<file path="src/rtl/mask_seq_ctrl_pkg.sv">
// Shared constants for the 3x3 window mask sequencer and the mask stage it drives.
package mask_seq_ctrl_pkg;

   localparam int unsigned DIM_W_DEF  = 8;
   localparam int unsigned PASS_W_DEF = 10;

   // Tap bus geometry shared with the mask stage; tap 0 is the centre tap.
   localparam int unsigned TAP_W = 10;
   localparam int unsigned TAP_N = 9;

   localparam logic [1:0] ST_IDLE  = 2'd0;
   localparam logic [1:0] ST_RUN   = 2'd1;
   localparam logic [1:0] ST_FLUSH = 2'd2;
   localparam logic [1:0] ST_DONE  = 2'd3;

   localparam logic MODE_PW = 1'b0;
   localparam logic MODE_DW = 1'b1;

endpackage

</file>
<file path="src/rtl/mask_seq_ctrl_raster_counter.sv">
// Raster-order column/row counter with a flag marking the last pixel of the image.
module mask_seq_ctrl_raster_counter #(
   parameter int unsigned DIM_W = 8
) (
   input  logic             clk,
   input  logic             rst_n,
   input  logic             clear,
   input  logic             load,
   input  logic             advance,
   input  logic [DIM_W-1:0] width,
   input  logic [DIM_W-1:0] height,
   output logic [DIM_W-1:0] row,
   output logic [DIM_W-1:0] col,
   output logic             last_pix
);

   logic last_col;
   logic last_row;

   assign last_col = (col == width - DIM_W'(1));
   assign last_row = (row == height - DIM_W'(1));
   assign last_pix = last_col && last_row;

   always_ff @(posedge clk or negedge rst_n) begin
      if (!rst_n) begin
         row <= '0;
         col <= '0;
      end else if (clear || load) begin
         row <= '0;
         col <= '0;
      end else if (advance) begin
         if (last_col) begin
            col <= '0;
            row <= last_row ? '0 : row + DIM_W'(1);
         end else begin
            col <= col + DIM_W'(1);
         end
      end
   end

endmodule

</file>
<file path="src/rtl/mask_seq_ctrl.sv">
// Window sequencer for the 3x3 mask stage: scans raster pixel streams over several
// passes and presents each completed window's top-left position to the datapath.
module mask_seq_ctrl
   import mask_seq_ctrl_pkg::*;
#(
   parameter int unsigned DIM_W  = DIM_W_DEF,
   parameter int unsigned PASS_W = PASS_W_DEF
) (
   input  logic              i_clk,
   input  logic              i_rst_n,
   input  logic              i_start,
   input  logic              i_clear,
   input  logic              i_mode,
   input  logic [DIM_W-1:0]  i_img_w,
   input  logic [DIM_W-1:0]  i_img_h,
   input  logic [PASS_W-1:0] i_num_pass,
   input  logic              i_pix_valid,
   output logic              o_pix_ready,
   output logic              o_win_valid,
   input  logic              i_win_ready,
   output logic [DIM_W-1:0]  o_win_row,
   output logic [DIM_W-1:0]  o_win_col,
   output logic              o_win_last,
   output logic              o_mask,
   output logic              o_busy,
   output logic              o_done,
   output logic              o_err
);

   logic [1:0]        state;
   logic              mode;
   logic [DIM_W-1:0]  img_w;
   logic [DIM_W-1:0]  img_h;
   logic [PASS_W-1:0] num_pass;
   logic [PASS_W-1:0] pass;
   logic              err;

   logic [DIM_W-1:0]  row;
   logic [DIM_W-1:0]  col;
   logic              last_pix;
   logic              cfg_bad;
   logic              start_ok;
   logic              accept;
   logic              win_gen;
   logic              win_hs;
   logic [DIM_W-1:0]  win_off;

   assign cfg_bad = (i_num_pass == '0) || (i_img_w == '0) || (i_img_h == '0) ||
                    ((i_mode == MODE_DW) && ((i_img_w < DIM_W'(3)) || (i_img_h < DIM_W'(3))));
   assign start_ok = (state == ST_IDLE) && i_start && !cfg_bad;

   // Single output register: a pending window may drain in the same cycle a new one loads.
   assign o_pix_ready = (state == ST_RUN) && (!o_win_valid || i_win_ready);
   assign accept      = i_pix_valid && o_pix_ready;
   assign win_hs      = o_win_valid && i_win_ready;
   assign win_gen     = accept && ((mode == MODE_PW) || ((row >= DIM_W'(2)) && (col >= DIM_W'(2))));
   assign win_off     = (mode == MODE_PW) ? '0 : DIM_W'(2);

   assign o_mask = mode;
   assign o_busy = (state != ST_IDLE);
   assign o_done = (state == ST_DONE);
   assign o_err  = err;

   mask_seq_ctrl_raster_counter #(
      .DIM_W (DIM_W)
   ) u_raster (
      .clk      (i_clk),
      .rst_n    (i_rst_n),
      .clear    (i_clear),
      .load     (start_ok),
      .advance  (accept),
      .width    (img_w),
      .height   (img_h),
      .row      (row),
      .col      (col),
      .last_pix (last_pix)
   );

   always_ff @(posedge i_clk or negedge i_rst_n) begin
      if (!i_rst_n) begin
         state       <= ST_IDLE;
         mode        <= 1'b0;
         img_w       <= '0;
         img_h       <= '0;
         num_pass    <= '0;
         pass        <= '0;
         err         <= 1'b0;
         o_win_valid <= 1'b0;
         o_win_row   <= '0;
         o_win_col   <= '0;
         o_win_last  <= 1'b0;
      end else if (i_clear) begin
         // Abort keeps the latched config and mask; only job progress is dropped.
         state       <= ST_IDLE;
         pass        <= '0;
         err         <= 1'b0;
         o_win_valid <= 1'b0;
         o_win_row   <= '0;
         o_win_col   <= '0;
         o_win_last  <= 1'b0;
      end else begin
         err <= 1'b0;
         case (state)
            ST_IDLE: begin
               if (i_start) begin
                  if (cfg_bad) begin
                     err <= 1'b1;
                  end else begin
                     mode     <= i_mode;
                     img_w    <= i_img_w;
                     img_h    <= i_img_h;
                     num_pass <= i_num_pass;
                     pass     <= '0;
                     state    <= ST_RUN;
                  end
               end
            end
            ST_RUN: begin
               if (accept && last_pix) begin
                  pass  <= pass + PASS_W'(1);
                  state <= ST_FLUSH;
               end
            end
            ST_FLUSH: begin
               if (win_hs) state <= (pass < num_pass) ? ST_RUN : ST_DONE;
            end
            default: state <= ST_IDLE;
         endcase

         if (win_gen) begin
            o_win_valid <= 1'b1;
            o_win_row   <= row - win_off;
            o_win_col   <= col - win_off;
            o_win_last  <= last_pix;
         end else if (win_hs) begin
            o_win_valid <= 1'b0;
            o_win_last  <= 1'b0;
         end
      end
   end

endmodule

</file>
<file path="config.mk">
export PLATFORM = sky130hd
export DESIGN_NAME = mask_seq_ctrl
export DESIGN_NICKNAME = d
export VERILOG_FILES = /design/src/rtl/mask_seq_ctrl_pkg.sv /design/src/rtl/mask_seq_ctrl_raster_counter.sv /design/src/rtl/mask_seq_ctrl.sv
export SDC_FILE = /design/constraint.sdc
export NUM_CORES = 1
export LEC_CHECK = 0
export BUFFER_PORTS_ARGS = -buffer_cell sky130_fd_sc_hd__buf_4
export CORE_MARGIN = 2
export CORE_UTILIZATION = 35
export DETAILED_ROUTE_END_ITERATION = 12
export PLACE_DENSITY = 0.53
export SYNTH_ARGS = -nofsm -noshare
export SYNTH_HDL_FRONTEND = slang
export SYNTH_SLANG_ARGS = --single-unit
export TNS_END_PERCENT = 50
</file>
<file path="constraint.sdc">
create_clock -name i_clk -period 3.1 [get_ports i_clk]
set_input_delay 0 -clock i_clk [delete_from_list [all_inputs] [get_ports i_clk]]
set_output_delay 0 -clock i_clk [all_outputs]
set_load 0.01 [all_outputs]
</file>
==> qor.csv <==
stage,metric,value,unit
outcome,outcome,finished clean,
drt,vias,3748,
drt,post_drt_via_cell_ratio,5.18,
placement,gp_congestion,0.834,
grt,grt.total_usage,16.6,%
clock_tree,path_clk_slew,0.06,ns
worst_setup_path,r2r-end,pass[9]$_DFFE_PN0P_,
clock_tree,cts_buffers,9,
worst_setup_path,rrSetupSlack,0.51,ns
power,p_leak,0.00238,uW
timing,rsz0062_at_grt,false,
placement,dpl_cell_area,0.00503,mm^2
synth,ys_seq_area_share,41.0,%
cells_and_area,area_delta_synth_final,23.4,%
power,p_int,1890,uW
min_path,hp-start,i_clear,
timing,timing.fmax,0.386,GHz
synth,synth_edf_count,0,
cells_and_area,stdcell_area,0.00558,mm^2
die,die_w,118,um
power,power_density,479,mW/mm^2
worst_setup_path,arrival,2.84,ns
drt,wl_per_cell,14.9,um
worst_setup_path,cp-end-kind,register,
synth,synth_cell_types,59,
clock_tree,cts.sinks,74,
cells_and_area,nFillCells,1259,
grt,grt_pass1_vias,3844,
power,p_seq_share,44.0,%
clock_tree,clock-root-buffer,clkbuf_16,
run,cap_violations,0,
power,irDropWorstVdd,295,uV
grt,antenna_found_initial,0,
worst_setup_path,cp-start-kind,register,
timing,tightest_slew,0.963,ns
clock_tree,clockBufferDepth,2,
grt,grt_max_degree,75,
timing,slew_viol_final,0,
timing,period_minus_slack,2.59,ns
cells_and_area,diodes,0,
clock_tree,cts_setup_buffers,0,
drt,drc,0,
power,p_sw,779,uW
worst_setup_path,path_max_fanout,15,
synth,synth_area_per_cell,9.47,um^2
clock_tree,worstSkewPairLatency,0.33,ns
timing,setup_violations,0,
grt,overflow,0,
synth,synth_ff_type,dfrtp_1,
power,clkPwrFrac,33.8,%
clock_tree,cts_tree,built,
die,fp.dieArea,0.0138,mm^2
drt,wl,10800,um
die,die_y,118,um
die,io_pins,56,
cells_and_area,final_layout_size_suffix_gt1_share,19.2,%
worst_setup_path,worst_r2r_path_depth,9,
cells_and_area,layout.nets,603,
timing,clock_skew,0.00809,ns
power,combPwrFrac,22.2,%
clock_tree,postCtsHoldBufs,30,
placement,dpl.hpwl,7670,um
power,swShare,29.2,%
die,start_util,35.8,%
synth,async_reset_ff_share,100,%
drt,ant_nets,0,
synth,syn_inst,477,
min_path,holdPathEnd,o_win_row[1]$_DFFE_PN0P_,
synth,synthesis.nets,530,
placement,portBuffers,55,
die,coreArea,0.0126,mm^2
grt,grt_pass1_wl,18600,um
timing,hold_viol_final,0,
drt,first_iter_violations,134,
clock_tree,htreeDepth,3,
timing,setup_tns,0,ns
worst_setup_path,cp.required,3.35,ns
die,rows,41,
timing,max-slew-margin-rel,35.8,%
synth,synth_area,0.00452,mm^2
timing,fin_crit_sh,83.5,%
clock_tree,ctsResizeCount,0,
synth,yosysWarnings,0,
min_path,hold-path-cell-count,2,
worst_setup_path,timing.rr.start,img_w[0]$_DFFE_PN0P_,
min_path,hold_class,in -> reg,
drt,dr.pass1.iters,4,
synth,synth-seq-cells,74,
worst_setup_path,path_class,reg -> reg,
-- metrics by stage --
| stage | hold WS [ns] | power [uW] | worst slack [ns] | util [%] | cells |
|---|---|---|---|---|---|
| after floorplan | -0.296 | 1580 | 0.805 | - | 477 |
| after global placement | 0.216 | 1750 | 0.604 | 39.9 | 681 |
| after detailed placement | 0.225 | 1760 | 0.522 | 39.9 | 681 |
| after CTS | 0.0319 | 2710 | 0.506 | 44.2 | 724 |
| after global routing | 0.0690 | 2840 | 0.363 | 44.2 | 724 |
| final | 0.0479 | 2670 | 0.511 | 44.2 | 724 |
-- worst max-delay path, stage by stage, from the launching register on --
cell     delay [ns]
dfrtp_1        0.47
inv_1          0.08
ha_1           0.31
xor2_1         0.15
nand2_1        0.09
nor4b_4        0.29
o211a_4        0.27
nand3_4        0.16
or4_1          0.53
a21oi_1        0.15
-- flip-flops by register name, indices dropped and copies added (netlist names), 2 cells and up --
register	flops
num_pass	10
pass	10
img_h	8
img_w	8
o_win_col	8
o_win_row	8
u_raster.col	8
u_raster.row	8
state	2
-- area by class of cell --
type / count / area, um^2 / share of cell area [%]
clock buffer: 12 / 236 / 4.24
clock inverter: 1 / 5.00 / 0.0898
inverter: 21 / 78.8 / 1.41
multi-input combinational: 354 / 2440 / 43.7
sequential: 74 / 1850 / 33.2
tap: 172 / 215 / 3.86
timing repair buffer: 90 / 751 / 13.5
-- cells by family (layout without fill, tap and decap cells) --
kind of cell	after synthesis	after routing	share of synthesized area [%]
buffers and inverters	49	124	5.18
AO/OA/AOI/OAI	90	90	13.3
AND/OR/NAND/NOR	185	185	22.1
multiplexers	28	28	6.98
XOR/XNOR	31	31	6.01
flip-flops	74	74	41.0
adder cells (fa/ha/maj)	20	20	5.54
-- metal layers --
metal | vias to the layer above | wire (um) | GRT usage (%)
met4 | 0 | 119 | 4.29
met5 | - | 0 | 0
met2 | 57 | 5660 | 30.1
met1 | 1827 | 4660 | 19.5
li1 | 1856 | - | -
met3 | 8 | 335 | 4.22
-- Yosys cell counts, drive strengths merged (5+ instances only) --
cell type	instances	share of area, %
nor3	18	2.5
o31ai	5	0.83
dfrtp	74	41
o22ai	5	0.69
xnor2	20	3.9
nor2	42	3.5
a211oi	12	2.0
nand2	44	3.7
a31oi	5	0.69
xor2	11	2.1
buf	16	2.4
nor4	9	1.7
mux2	28	7.0
or3	10	1.4
or4	5	0.91
nand2b	9	1.2
clkbuf	12	1.0
o21ai	15	1.7
inv	21	1.7
nand4	7	0.97
ha	20	5.5
nand3	22	2.7
a21oi	28	3.1
-- power groups by stage --
stage	Sequential (uW)	Clock, uW	Combinational [uW]
6_report	1180	903	594
5_1_grt	1190	974	674
4_1_cts	1170	929	605
3_5_place_dp	1190	0	571
3_3_place_gp	1190	0	560
2_1_floorplan	1150	0	429
-- worst max-delay path by stage --
stage                         startpoint             endpoint  slack, ns  cells after the start
floorplan           img_w[0]$_DFFE_PN0P_  pass[9]$_DFFE_PN0P_       0.80                     10
global placement    img_w[0]$_DFFE_PN0P_  pass[9]$_DFFE_PN0P_       0.60                      9
detailed placement  img_w[0]$_DFFE_PN0P_  pass[9]$_DFFE_PN0P_       0.52                      9
CTS                 img_w[0]$_DFFE_PN0P_  pass[9]$_DFFE_PN0P_       0.51                      9
global route        img_w[0]$_DFFE_PN0P_  pass[9]$_DFFE_PN0P_       0.36                      9
finish              img_w[0]$_DFFE_PN0P_  pass[9]$_DFFE_PN0P_       0.51                      9
-- placed cells by master (no fill, tap or decap), types with 2 or more instances in the layout --
cell type,synthesis,routed
nor4_1,7,7
mux2_1,8,8
inv_1,21,21
xnor2_1,20,20
a31o_1,2,2
o211ai_1,3,3
nor3_1,15,15
clkbuf_1,12,3
nand3_1,21,21
nor2b_1,2,2
dlygate4sd3_1,0,30
and3_1,3,3
or2_2,2,2
o32ai_1,2,2
o31ai_1,5,5
nand2_1,43,43
clkbuf_16,0,9
nand2b_1,9,9
o21ai_0,15,15
dfrtp_1,74,74
a21oi_1,28,27
and4b_1,2,2
nand3b_1,2,2
nor3_2,2,2
and4_1,2,2
or4_1,4,4
a211oi_1,12,12
nand4_1,7,7
ha_1,20,20
and2_1,3,3
a31oi_1,5,5
buf_4,2,60
or3_1,10,10
xor2_1,11,11
nor2_1,42,42
mux2_2,20,20
o22ai_1,5,5
(Power assumes the default switching activity.)
